===== config.mk =====
export PLATFORM = sky130hd
export DESIGN_NAME = fib_request_scheduler
export DESIGN_NICKNAME = d
export VERILOG_FILES = /design/src/rtl/fib_sched_pkg.sv /design/src/rtl/fib_rr_arbiter.sv /design/src/rtl/fib_request_scheduler.sv
export SDC_FILE = /design/constraint.sdc
export NUM_CORES = 1
export LEC_CHECK = 0
export ABC_AREA = 1
export ABC_CLOCK_PERIOD_IN_PS = 2730
export CAP_MARGIN = 20
export CORE_MARGIN = 2
export CORE_UTILIZATION = 30
export DETAILED_ROUTE_END_ITERATION = 16
export GPL_TIMING_DRIVEN = 1
export PLACE_DENSITY = 0.55
export SYNTH_ARGS = -nofsm -noshare
export SYNTH_HDL_FRONTEND = slang
export SYNTH_SLANG_ARGS = --single-unit
export TNS_END_PERCENT = 100

===== constraint.sdc =====
create_clock -name clock -period 2.73 [get_ports clock]
set_input_delay 0.546 -clock clock [delete_from_list [all_inputs] [get_ports clock]]
set_output_delay 0.546 -clock clock [all_outputs]
set_load 0.02 [all_outputs]

===== src/rtl/fib_sched_pkg.sv =====
// Shared types and constants for the Fibonacci request scheduler.
// Any block that talks to the engine or the scheduler FSM imports this package.
package fib_sched_pkg;

    localparam int FIB_IDX_W = 8;
    localparam int FIB_RES_W = 20;
    localparam int FIB_MAX_N = 30;

    typedef enum logic [1:0] {
        ST_IDLE,
        ST_ISSUE,
        ST_WAIT,
        ST_RESPOND
    } sched_state_t;

    // Width needed for a counter that runs 0..timeout-1.
    function automatic int cnt_width(input int timeout);
        return (timeout > 1) ? $clog2(timeout) : 1;
    endfunction

endpackage


===== src/rtl/fib_rr_arbiter.sv =====
// Combinational round-robin pick: the first asserted request at or after i_ptr,
// wrapping around. Returns a one-hot grant and the encoded index.
module fib_rr_arbiter #(
    parameter int NUM_REQ = 4,
    parameter int PTR_W   = 2
) (
    input  logic [NUM_REQ-1:0] i_req,
    input  logic [PTR_W-1:0]   i_ptr,
    output logic [NUM_REQ-1:0] o_grant,
    output logic [PTR_W-1:0]   o_idx,
    output logic               o_any
);

    int unsigned w_k;

    always_comb begin
        o_grant = '0;
        o_idx   = '0;
        o_any   = 1'b0;
        w_k     = 0;
        for (int unsigned i = 0; i < NUM_REQ; i++) begin
            w_k = (32'(i_ptr) + i) % NUM_REQ;
            if (!o_any && i_req[w_k]) begin
                o_any        = 1'b1;
                o_grant[w_k] = 1'b1;
                o_idx        = PTR_W'(w_k);
            end
        end
    end

endmodule


===== src/rtl/fib_request_scheduler.sv =====
// Shares one Fibonacci engine between NUM_REQ requesters: round-robin accept,
// start/done handshake with timeout, range check, and per-requester response.
module fib_request_scheduler
    import fib_sched_pkg::*;
#(
    parameter int NUM_REQ = 4,
    parameter int TIMEOUT = 64,
    parameter int MAX_N   = FIB_MAX_N
) (
    input  logic                           clock,
    input  logic                           reset,
    input  logic [NUM_REQ-1:0]             req_valid,
    input  logic [FIB_IDX_W*NUM_REQ-1:0]   req_number,
    output logic [NUM_REQ-1:0]             req_ready,
    output logic [NUM_REQ-1:0]             rsp_valid,
    output logic [FIB_RES_W-1:0]           rsp_data,
    output logic                           rsp_err,
    output logic                           eng_start,
    output logic [FIB_IDX_W-1:0]           eng_number,
    input  logic                           eng_done,
    input  logic [FIB_RES_W-1:0]           eng_result,
    output logic                           busy
);

    localparam int PTR_W = $clog2(NUM_REQ);
    localparam int CNT_W = cnt_width(TIMEOUT);

    sched_state_t           r_state;
    logic [PTR_W-1:0]       r_rr_ptr;
    logic [PTR_W-1:0]       r_gnt_idx;
    logic [NUM_REQ-1:0]     r_gnt_oh;
    logic [NUM_REQ-1:0]     r_rsp_valid;
    logic [FIB_RES_W-1:0]   r_rsp_data;
    logic                   r_rsp_err;
    logic                   r_eng_start;
    logic [FIB_IDX_W-1:0]   r_eng_number;
    logic [CNT_W-1:0]       r_cnt;

    logic [NUM_REQ-1:0]     w_grant;
    logic [PTR_W-1:0]       w_idx;
    logic                   w_any;
    logic [FIB_IDX_W-1:0]   w_num;
    logic [PTR_W-1:0]       w_next_ptr;

    fib_rr_arbiter #(
        .NUM_REQ (NUM_REQ),
        .PTR_W   (PTR_W)
    ) u_arb (
        .i_req   (req_valid),
        .i_ptr   (r_rr_ptr),
        .o_grant (w_grant),
        .o_idx   (w_idx),
        .o_any   (w_any)
    );

    assign w_num      = req_number[FIB_IDX_W*w_idx +: FIB_IDX_W];
    assign w_next_ptr = (r_gnt_idx == PTR_W'(NUM_REQ - 1)) ? '0 : r_gnt_idx + 1'b1;

    assign req_ready  = (r_state == ST_IDLE) ? w_grant : '0;
    assign rsp_valid  = r_rsp_valid;
    assign rsp_data   = r_rsp_data;
    assign rsp_err    = r_rsp_err;
    assign eng_start  = r_eng_start;
    assign eng_number = r_eng_number;
    assign busy       = (r_state != ST_IDLE);

    always_ff @(posedge clock) begin
        if (reset) begin
            r_state      <= ST_IDLE;
            r_rr_ptr     <= '0;
            r_gnt_idx    <= '0;
            r_gnt_oh     <= '0;
            r_rsp_valid  <= '0;
            r_rsp_data   <= '0;
            r_rsp_err    <= 1'b0;
            r_eng_start  <= 1'b0;
            r_eng_number <= '0;
            r_cnt        <= '0;
        end else begin
            r_eng_start <= 1'b0;
            case (r_state)
                ST_IDLE: begin
                    if (w_any) begin
                        r_gnt_idx <= w_idx;
                        r_gnt_oh  <= w_grant;
                        if (w_num > FIB_IDX_W'(MAX_N)) begin
                            r_state <= ST_RESPOND;
                        end else begin
                            r_eng_number <= w_num;
                            r_eng_start  <= 1'b1;
                            r_state      <= ST_ISSUE;
                        end
                    end
                end
                ST_ISSUE: begin
                    r_cnt   <= '0;
                    r_state <= ST_WAIT;
                end
                ST_WAIT: begin
                    if (eng_done) begin
                        r_rsp_valid <= r_gnt_oh;
                        r_rsp_data  <= eng_result;
                        r_rsp_err   <= 1'b0;
                        r_state     <= ST_RESPOND;
                    end else if (r_cnt == CNT_W'(TIMEOUT - 1)) begin
                        r_rsp_valid <= r_gnt_oh;
                        r_rsp_data  <= '0;
                        r_rsp_err   <= 1'b1;
                        r_state     <= ST_RESPOND;
                    end else begin
                        r_cnt <= r_cnt + 1'b1;
                    end
                end
                ST_RESPOND: begin
                    // Only the out-of-range path arrives without a pulse already
                    // launched; it spends one extra cycle here to raise it.
                    if (r_rsp_valid == '0) begin
                        r_rsp_valid <= r_gnt_oh;
                        r_rsp_data  <= '0;
                        r_rsp_err   <= 1'b1;
                    end else begin
                        r_rsp_valid <= '0;
                        r_rr_ptr    <= w_next_ptr;
                        r_state     <= ST_IDLE;
                    end
                end
                default: r_state <= ST_IDLE;
            endcase
        end
    end

endmodule


# Word-level counts from Yosys, hierarchy flattened
# Index checks and enable logic that the tools add are counted.
[totals]
regBits = 50
latchBits = 0
ramBits = 0
rom_bits = 0
out_inout_bits = 39
word_cells = 118
memories = 0
[classes]
n_addsub = 5
n_mul = 0
n_div = 0
n_lt_le_gt_ge = 9
n_eq_ne = 11
n_shift = 1
mux = 52
bitwise = 7
reduce_logical = 23
[ops]
columns = ["op", "n"]
rows = [
  ["$mux W20", 3],
  ["$pmux W20 S2", 1],
  ["$mux W4", 8],
  ["$shiftx A32 B6 Y8", 1],
  ["$mux W2", 10],
  ["$mux W1", 16],
  ["$lt A2 B3 Y1 const B", 4],
  ["$mux W6", 2],
  ["$or A4 B4 Y4", 3],
  ["$pmux W6 S2", 1],
  ["$reduce_and A3 Y1", 4],
  ["$bmux W1 S2", 4],
  ["$demux W1 S2", 4],
  ["$ge A2 B1 Y1 const B", 4],
  ["$gt A8 B5 Y1 const B", 1],
  ["$ne A2 B2 Y1 const B", 4],
  ["$pmux W2 S4", 1],
  ["$pmux W4 S2", 1],
  ["$logic_and A1 B1 Y1", 7],
  ["$add A6 B1 Y6 const B", 1],
  ["$eq A2 B2 Y1 const B", 3],
  ["$eq A6 B6 Y1 const B", 1],
  ["$reduce_and A2 Y1", 3],
  ["$reduce_bool A2 Y1", 3],
  ["11 further kinds", 18],
]

# Logic depth before layout (Yosys ltp)
# Gate-level depths: netlist (run 1).
[depth]
word_depth = 17
ltp_mapped = 19

# By module
# A second synthesis (run 1) with hierarchy kept.
[hier_totals]
hier_cells = 410
hier_area_um2 = 2752.6
[modules_own_cells]
columns = ["mod", "instances", "cells_per_inst", "area_each_um2", "seq_area_each_um2"]
rows = [
  ["fib_request_scheduler", 1, 336, 2312.2, 1001.0],
  ["fib_rr_arbiter", 1, 74, 440.4, 0.0],
]

# Worst setup path before layout (run 1)
# Ideal clock, no wire load.
[synth_path]
path_kind = "flip-flop to output port"
start = "register r_rr_ptr[1]"
end = "output port req_ready[3]"
arrival_time_ns = 1.936
t_required_ns = 2.184
path_slack_ns = 0.248
stages_incl_launch_ff = 11
cell_sequence = "dfxtp_1 -> inv_1 -> ha_1 -> inv_1 -> nand3_2 -> a21oi_2 -> nand2_1 -> o21ai_0 -> a21oi_1 -> or2_2 -> inv_1"
[synth_between]
elab_chain_len = 13
word_cells_on_any_way = 48
classes_between = "add/sub: 3; order compare: 8; mux: 24; bitwise: 3; reduce/logical: 10"
[synth_rtl]
columns = ["element", "line_no", "text"]
rows = [
  ["start: declaration", "fib_request_scheduler.sv:29", "logic [PTR_W-1:0] r_rr_ptr;"],
  ["start signal: assignment", "fib_request_scheduler.sv:123", "r_rr_ptr <= w_next_ptr;"],
  ["branches (longest 11 deep; another with $lt A2 B3 Y1)", "--", ""],
  ["$mux W4 (*)", "fib_rr_arbiter.sv:23", "if (!o_any && i_req[w_k]) begin"],
  ["$mux W4 (*)", "fib_request_scheduler.sv:59", "assign req_ready = (r_state == ST_IDLE) ? w_grant : '0;"],
  ["end: declaration", "fib_request_scheduler.sv:14", "output logic [NUM_REQ-1:0] req_ready,"],
]
# Mark *: on every way between the ends. The select of a mux whose other input is x is not followed.

# Final worst setup path (run 1)
[layout_path]
start = "register r_rr_ptr[0]"
end = "output port req_ready[2]"
# Same word-level chain as after synthesis.

==> flow_summary_export.csv, run 1 <==
group,metric,value,unit
die,rows,35,
global_route,grt_max_degree,34,
final_layout,fill_cells,925,
drt,wl_per_cell,11.5,microns
yosys,synth_area,2780,sq um
sta,fmax,388,MHz
sta,rsz0062_at_grt,"no",
sta,relSlewSlack,0.557,
yosys,synth_area_leaders,"dfxtp_1 36%, nand2_1 13%, inv_1 6.9%",
job,drv_cap,0,
worst_setup_path,crit_type,"flip-flop to output pin",
final_layout,multi_input_comb_area,1590,sq um
die,core,9110,sq um
clocking,cts.sinks,50,
pwr,internal_power,1.58,mW
placed_design,placed_area,4050,sq um
drt,dr_wl_met2,3.58,mm
global_route,antenna_found_initial,0,
pwr,clockPowerShare,0.181,
sta,fin_ws,154,ps
worst_setup_path,cp_data_required_time,2180,ps
die,die_y,100,microns
clocking,insertion_delay,300,ps
placed_design,hpwl,5.54,mm
hold_path,hp-start,"eng_number[7]$_SDFFE_PP0P_",
hold_path,hp-class,"flip-flop to flip-flop",
yosys,yosys_warnings,0,
clocking,cts_hold_buf,0,
clocking,path_clk_slew,100,ps
pwr,switching_share,0.387,
worst_setup_path,r2r_setup_slack,280,ps
placed_design,place.gp.congestion,0.813,
yosys,avgSynthCellArea,6.99,sq um
sta,slew_violations,0,
yosys,synth-seq-cells,50,
final_layout,nets,590,
drt,drtPass1Iterations,4,
final_layout,drive_gt1_frac,0.165,
final_layout,final_cell_mix,"98 x nand2_1, 89 x clkdlybuf4s50_1, 48 x dfxtp_1",
global_route,grt_pass1_vias,2733,
clocking,cts_tree,"done",
pwr,powerDensity,611,nW/um^2
die,dieArea,10100,sq um
drt,final_antenna_net_count,0,
pwr,peakVddDrop,0.000218,V
worst_setup_path,cp_common_cell,"inv_2",
clocking,cts_htree_levels,2,
final_layout,final_common_cell,"nand2_1",
final_layout,final_area,4220,sq um
die,fp.dieW,100,microns
sta,fin_crit,2580,ps
sta,worst_slew_pin_slew,664,ps
worst_setup_path,cp-start-kind,"flip-flop",
pwr,leakage,1.82,nW
clocking,cts_made_buffers,5,
worst_setup_path,path_max_fanout,5,
yosys,synth_cells,398,
sta,hold_viol,0,
die,top_level_ports,98,
run_status,outcome,"completed",
drt,totalWireLength,7.25,mm
worst_setup_path,critical_path.slowest_cell,"dfxtp_2",
worst_setup_path,r2r_start,"r_rr_ptr[0]$_SDFFE_PP0P_",
pwr,seqPwrFrac,0.346,
placed_design,io_buffers,97,
sta,fin_skew,8.96,ps
drt,highest_layer,"met4",
worst_setup_path,critPathMaxStageDelay,360,ps
placed_design,place_ws,-591,ps
worst_setup_path,crit_chain,"inv_2 -> ha_4 -> inv_2 -> nand3_4 -> nand2_4 -> nor2_4 -> a22oi_2 -> o21ai_1 -> a21oi_1 -> or2_4 -> inv_1 -> buf_4",
yosys,yosys.area.top_type,"dfxtp_1",
pwr,power,2.58,mW
hold_path,holdPathStages,2,
yosys,yosys.cell_types.count,35,
pwr,combPwrFrac,0.473,
clocking,clockBufferDepth,2,
pwr,p_sw,997,uW
yosys,synth_top_area_frac,0.360,
worst_setup_path,r2r_cells,18,
die,initial_core_util,0.305,
yosys,synth_nets,469,
sta,fin_tns_setup,0,ps
worst_setup_path,reg2reg_to,"eng_number[2]$_SDFFE_PP0P_",
worst_setup_path,end_kind,"output pin",
global_route,overflow,0,
sta,finalSetupViolCount,0,
drt,dr.first_iter.drc_count,80,
hold_path,holdPathEnd,"eng_number[7]$_SDFFE_PP0P_",
global_route,grtUsageTotal,0.143,
drt,wl_met3,377,microns
worst_setup_path,cp.arrival,2030,ps
drt,wl_met1,3.25,mm
final_layout,area_growth_syn_to_layout,51.5,%
clocking,root_buffer,"clkbuf_8",
drt,viasPerCell,4.58,
final_layout,n_antenna_cell,0,
sta,period_share,0.944,
drt,drc,0,
global_route,grt_first_pass_wirelength,12.1,mm
drt,vias,2891,
final_layout,seqCellArea,1000,sq um
yosys,yosysSeqAreaShare,0.360,
[synth_stat cells]
cell / number
o21ai_1: 1
o21ai_2: 1
nor2_1: 31
o21bai_1: 1
o21ai_0: 12
nand2_2: 7
a211oi_1: 1
and3_1: 1
clkbuf_1: 9
a21oi_2: 2
nor2_8: 1
nand3_1: 31
nand2_4: 4
clkinv_1: 1
nor3b_1: 2
buf_6: 2
nor2_2: 2
nand2_1: 99
nand3b_1: 2
a22oi_1: 13
inv_2: 3
o211ai_2: 1
nand3_4: 1
nand4_1: 5
o21a_1: 1
ha_1: 12
dfxtp_1: 50
nor2_4: 1
a21oi_1: 37
nor3_1: 3
or2_2: 4
nor4_1: 1
nand3_2: 4
nand4_2: 1
inv_1: 51
[worst max-delay path by stage]
stage	startpoint	end
after CTS	r_rr_ptr[1]$_SDFFE_PP0P_	req_ready[0]
after global placement	req_valid[2]	req_ready[3]
after global routing	r_rr_ptr[0]$_SDFFE_PP0P_	req_ready[2]
final	r_rr_ptr[0]$_SDFFE_PP0P_	req_ready[2]
after floorplan	r_rr_ptr[1]$_SDFFE_PP0P_	req_ready[3]
after detailed placement	req_valid[2]	req_ready[3]
[power by group through the flow]
stage / logic [mW] / clock network, mW / registers [mW]
3_5_place_dp: 1.20 / 0 / 0.909
4_1_cts: 1.20 / 0.483 / 0.893
2_1_floorplan: 0.625 / 0 / 0.978
3_3_place_gp: 1.19 / 0 / 0.906
6_report: 1.22 / 0.465 / 0.892
5_1_grt: 1.37 / 0.507 / 0.905
[kinds of logic (layout without fill, tap and decap cells)]
| kind of cell | count (synthesis) | in the layout | share of synthesized area |
|---|---|---|---|
| and+or+nand+nor | 200 | 200 | 0.345 |
| AOI/OAI and AO/OA | 70 | 70 | 0.147 |
| buffers and inverters | 66 | 188 | 0.0944 |
| DFF | 50 | 50 | 0.360 |
| adders and majority gates | 12 | 12 | 0.0540 |
[state kept, by name, indices dropped and copies added, names as in the netlist]
name,cells
r_cnt,6
rsp_err,1
rsp_data,20
r_gnt_oh,4
r_rr_ptr,2
eng_start,1
r_state,2
r_gnt_idx,2
rsp_valid,4
eng_number,8
[layer usage]
layer / vias to the layer above / GRT usage
met3: 4 / 0.0265
met4: 0 / 0.0316
met5: - / 0
li1: 1524 / -
met2: 76 / 0.259
met1: 1287 / 0.176
[metrics by stage]
step	utilization	hold WS [ps]	cells
floorplan	-	440	398
global placement	0.444	429	623
detailed placement	0.444	436	623
CTS	0.456	450	631
global route	0.463	471	631
finish	0.463	448	631
[critical path: cells and delay by family (launching register included)]
kind / cells / cell delay (ps)
AOI/OAI and AO/OA: 3 / 200
adders and majority gates: 1 / 290
buffers and inverters: 4 / 300
DFF: 1 / 360
and+or+nand+nor: 4 / 590
[timing repair]
item / 4_1_cts / 5_1_grt
endpoints found under the setup margin: 4 / 4
resized for setup: 33 / 20
setup buffers: 0 / 0
pin swaps: 1 / 3
[final cells by class]
cell class / count / share of cell area
Multi-Input combinational cell: 282 / 0.376
Inverter: 55 / 0.0490
Tap cell: 111 / 0.0329
Clock buffer: 6 / 0.0196
Clock inverter: 2 / 0.00415
Sequential cell: 50 / 0.238
Timing Repair Buffer: 125 / 0.280
No activity file was read; power rests on OpenSTA's default activity.
==> inputs of run 2 (changes only) <==
CORE_UTILIZATION = 45   (was 30)
PLACE_DENSITY = 0.78   (was 0.55)
==> run 2 against run 1 <==
  * Fmax fell by 1.7%
  * Total power fell by 4.4%
  * Sequential share of layout area rose by 0.52 points
  * Sequential power barely moved
  * Via count rose by 2.5%
  * Highest routed layer unchanged
==> flow_summary_export.csv, run 2 (synthesized netlist as in run 1, its figures left out) <==
group,metric,value,unit
run_status,outcome,"completed",
placed_design,io_buffers,97,
drt,viasPerCell,4.99,
die,top_level_ports,98,
clocking,insertion_delay,290,ps
final_layout,final_cell_mix,"98 x nand2_1, 89 x clkdlybuf4s50_1, 48 x dfxtp_1",
hold_path,hp-class,"flip-flop to flip-flop",
global_route,antenna_found_initial,0,
sta,slew_violations,0,
sta,fin_tns_setup,0,ps
worst_setup_path,r2r_cells,19,
worst_setup_path,end_kind,"output pin",
drt,wl_per_cell,11.6,microns
clocking,cts.sinks,50,
clocking,clockBufferDepth,2,
worst_setup_path,cp-start-kind,"flip-flop",
pwr,power,2.46,mW
sta,fin_crit,2620,ps
worst_setup_path,cp_data_required_time,2180,ps
placed_design,hpwl,5.32,mm
worst_setup_path,path_max_fanout,5,
hold_path,holdPathStages,2,
pwr,leakage,1.81,nW
sta,whs,444,ps
final_layout,utilization,0.693,
die,rows,28,
sta,worst_slew_pin_slew,641,ps
global_route,grt_first_pass_wirelength,11.0,mm
final_layout,n_antenna_cell,0,
sta,fin_skew,3.68,ps
die,die_y,82.6,microns
worst_setup_path,cp.arrival,2070,ps
final_layout,drive_gt1_frac,0.150,
die,initial_core_util,0.467,
worst_setup_path,crit_type,"flip-flop to output pin",
sta,relSlewSlack,0.572,
drt,vias,2964,
global_route,overflow,0,
placed_design,dpl.cell_count,585,
pwr,peakVddDrop,0.000317,V
global_route,grt_pass1_vias,2694,
drt,drtPass1Iterations,4,
sta,hold_viol,0,
final_layout,largest_reg_flops,20,
drt,totalWireLength,6.86,mm
sta,rsz0062_at_grt,"no",
clocking,cts_made_buffers,5,
die,fp.dieW,82.6,microns
clocking,root_buffer,"clkbuf_8",
global_route,grt_max_degree,34,
job,drv_cap,0,
clocking,cts_htree_levels,2,
final_layout,area_growth_syn_to_layout,48.3,%
drt,dr.first_iter.drc_count,91,
global_route,grtUsageTotal,0.202,
die,core,5960,sq um
sta,fmax,382,MHz
drt,final_antenna_net_count,0,
sta,finalSetupViolCount,0,
final_layout,fill_cells,537,
clocking,cts_tree,"done",
die,dieArea,6830,sq um
final_layout,final_common_cell,"nand2_1",
pwr,powerDensity,596,nW/um^2
placed_design,place.gp.congestion,0.898,
final_layout,final_cells,594,
sta,period_share,0.960,
clocking,path_clk_slew,80,ps
drt,drc,0,
final_layout,nets,590,
-- run 2: metal layers --
layer,up-vias,track usage,routed length [microns]
li1,1533,-,-
met1,1330,0.206,2750
met2,90,0.406,3560
met3,11,0.0467,451
met4,0,0.0492,93
met5,-,0,0
-- run 2: final timing paths --
kind	from	to	slack (ps)
worst min register to register	eng_number[7]$_SDFFE_PP0P_	eng_number[7]$_SDFFE_PP0P_	440
worst max-delay path	r_rr_ptr[0]$_SDFFE_PP0P_	req_ready[0]	110
worst min-delay path	eng_number[7]$_SDFFE_PP0P_	eng_number[7]$_SDFFE_PP0P_	440
worst max register to register	r_rr_ptr[1]$_SDFFE_PP0P_	eng_number[2]$_SDFFE_PP0P_	220
-- run 2: layout make-up --
class / instances / area, sq um / share of cell area
Clock buffer: 7 / 76.3 / 0.0185
Tap cell: 75 / 93.8 / 0.0227
Multi-Input combinational cell: 282 / 1560 / 0.378
Timing Repair Buffer: 125 / 1190 / 0.287
Inverter: 55 / 206 / 0.0500
Sequential cell: 50 / 1000 / 0.243
-- run 2: timing repair --
action                                  in CTS  in global routing
buffers inserted                             0                  2
gates resized for setup                     33                  9
hold buffers                                 0                  0
endpoints found under the hold margin        0                  0
endpoints found under the setup margin       4                  7
pin swaps                                    1                  2
-- run 2: where the power goes --
part           internal [mW]  switching [mW]
Sequential             0.833          0.0587
Combinational          0.514           0.662
Clock                  0.177           0.217
Total                   1.52           0.938
-- run 2: worst max-delay path: stages (launching register included) --
cell and delay, ps:
dfxtp_2 360, inv_2 60, ha_4 300, inv_2 60
nand3_4 100, nand2_4 70, nor2_4 130, a22oi_1 110
o21ai_1 90, a21oi_1 40, or2_2 280, inv_1 60
buf_4 130
-- run 2: metrics by stage --
step | setup slack, ps | instance area, sq um
5_1_grt | 2.93 | 4130
3_5_place_dp | -601 | 4000
2_1_floorplan | 248 | 2780
6_report | 109 | 4130
3_3_place_gp | -489 | 4000
4_1_cts | 10.4 | 4080
==> inputs of run 3 (changes only) <==
GPL_ROUTABILITY_DRIVEN = 0   (was unset)
==> results of run 3 <==
Same layout as run 2: the final DEF is identical, and so are final timing and power.
==> RTL change, RTL diff (settings of run 1) <==
Set the package constant `FIB_MAX_N` to 15 (it was 30).
--- a/src/rtl/fib_sched_pkg.sv
+++ b/src/rtl/fib_sched_pkg.sv
@@ -4,7 +4,7 @@
 
     localparam int FIB_IDX_W = 8;
     localparam int FIB_RES_W = 20;
-    localparam int FIB_MAX_N = 30;
+    localparam int FIB_MAX_N = 15;
 
     typedef enum logic [1:0] {
         ST_IDLE,
Check against the original RTL: not equivalent (a bounded check fails within 4 cycles, from zero or initial values and one cycle with reset high).
==> RTL change against run 1 <==
  * Setup slack lost 0.038 ns
  * Wire length grew 0.37%
  * Final cell count shrank 7.4%
  * Via count shrank 4.6%
  * Final area shrank 3.7%
  * Count of clock-buffer cells in the layout shrank 1
  * Area after synthesis shrank 3.3%
  * Total power is essentially flat
  * Sequential cell count is the same
  * Critical path type unchanged
  * Largest power group unchanged
==> RTL change: results (changes against run 1) <==
| Metric | Value |
|---|---|
| CP max-delay cell | `dfxtp_4` |
| Status | `finished clean` |
| Max incr delay on CP | `0.40 ns (+0.04 ns)` |
| Drt pass-1 iters | `4 (unchanged)` |
| First-iteration detailed-routing DRC count | `73 (-8.8%)` |
| Placed cell area | `3880 um2 (-4.0%)` |
| Largest net degree at the start of global routing | `31 (-8.8%)` |
| DR WL/cell | `12.5 um (+8.5%)` |
| Syn nets | `435 (-7.2%)` |
| Worst-path clk slew | `about 0.11 ns` |
| CP Data Arrival Time | `2.07 ns (+0.04 ns)` |
| Global-route wire length before repair | `12.1 mm (about the same)` |
| Adder-Cell Fraction of Synth Area | `5.58% (+0.19 points)` |
| Layout Skew | `0.0139 ns (+0.00493 ns)` |
| Seq/Total Area, Yosys | `37.2% (+1.2 points)` |
| Vias in the first global route | `2671 (-2.3%)` |
| Lkg Pwr | `0.00166 uW (-8.8%)` |
| Clk buf depth | `2 (unchanged)` |
| Vias per Instance | `4.72 (+3.0%)` |
| Placement Setup Slack | `-0.629 ns (-0.0377 ns)` |
| Fill cells | `881 (-4.8%)` |
| Synth Instances | `364 (-8.5%)` |
| Distinct cells, synth | `33 (-5.7%)` |
| Worst slew margin | `65.8% (+10 points)` |
| Final #Nets | `546 (-7.5%)` |
| CTS root buf | `clkbuf_8` |
| Peak supply drop | `221 uV (+1.2%)` |
| Top post-synthesis cells by count | `82 x nand2_1, 50 x dfxtp_1, 38 x a21oi_1` |
| Post-DP HPWL | `5.51 mm (-0.45%)` |
| Worst-path fanout max | `5 (unchanged)` |
| Min-delay worst type | `reg2reg` |
| Layout cells sized above 1 | `16.4% (-0.15 points)` |
| Worst-Skew Late Latency | `0.31 ns` |
| Via Count | `2757 (-4.6%)` |
| Placed Cells | `576 (-7.5%)` |
| GPL Wtd Cong | `0.899 (+11%)` |
| Ys Warns | `0 (unchanged)` |
| Synth async-reset ratio | `0% (unchanged)` |
| Total GRT Usage | `14.8% (+0.52 points)` |
| Post-synthesis compound-gate area fraction | `14.2% (-0.52 points)` |
| Area contributors post-synth | `dfxtp_1 37%, nand2_1 11%, a21oi_1 7.1%` |
RTL change: kinds of logic (layout without fill, tap and decap cells):
| group | count (synthesis) | in the layout |
|---|---|---|
| and+or+nand+nor | 187 | 187 |
| adders and majority gates | 12 | 12 |
| DFF | 50 | 50 |
| buffers and inverters | 48 | 160 |
| AOI/OAI and AO/OA | 67 | 67 |
RTL change: metrics by stage:
stage          hold slack, ns  total power (uW)
2_1_floorplan           0.440              1590
3_3_place_gp            0.433              2020
3_5_place_dp            0.435              2030
4_1_cts                 0.452              2590
5_1_grt                 0.481              2760
6_report                0.449              2570
RTL change: worst min-delay path, stage by stage (launching register included):
cell     delay [ns]
dfxtp_1        0.32
nand2_1        0.06
nor2_1         0.04
RTL change: worst paths after layout:
check                                   start             to  depth (start not counted)  slack [ns]
worst max-delay path              r_rr_ptr[0]   req_ready[0]                         12        0.12
worst min-delay path            eng_number[7]  eng_number[7]                          2        0.45
worst max register to register    r_rr_ptr[0]  eng_number[3]                         15        0.64
worst min register to register  eng_number[7]  eng_number[7]                          2        0.45
RTL change: area by class of cell:
type	instances	area [um2]	share of cell area, %
repair buffers	115	1120	27.5
clock buffers	5	68.8	1.69
well taps	108	135	3.33
clock inverters	3	48.8	1.20
flip-flops and latches	50	1000	24.7
inverters	37	151	3.73
multi-input cells	266	1530	37.8
RTL change: layer usage:
layer | track usage [%] | wire length (um)
met5 | 0 | 0
met3 | 2.91 | 362
met1 | 19.0 | 3300
met4 | 5.16 | 194
met2 | 25.0 | 3420
RTL change: what timing repair did:
action                                  in CTS  in global routing
setup buffers                                0                  0
resized for setup                           36                 16
gates cloned                                 0                  0
pin swaps                                    2                  1
endpoints found under the setup margin       4                  4
RTL change: power breakdown:
group	switching (uW)	total (uW)	internal [uW]
registers	63.5	894	831
logic	652	1130	476
clock network	272	551	280
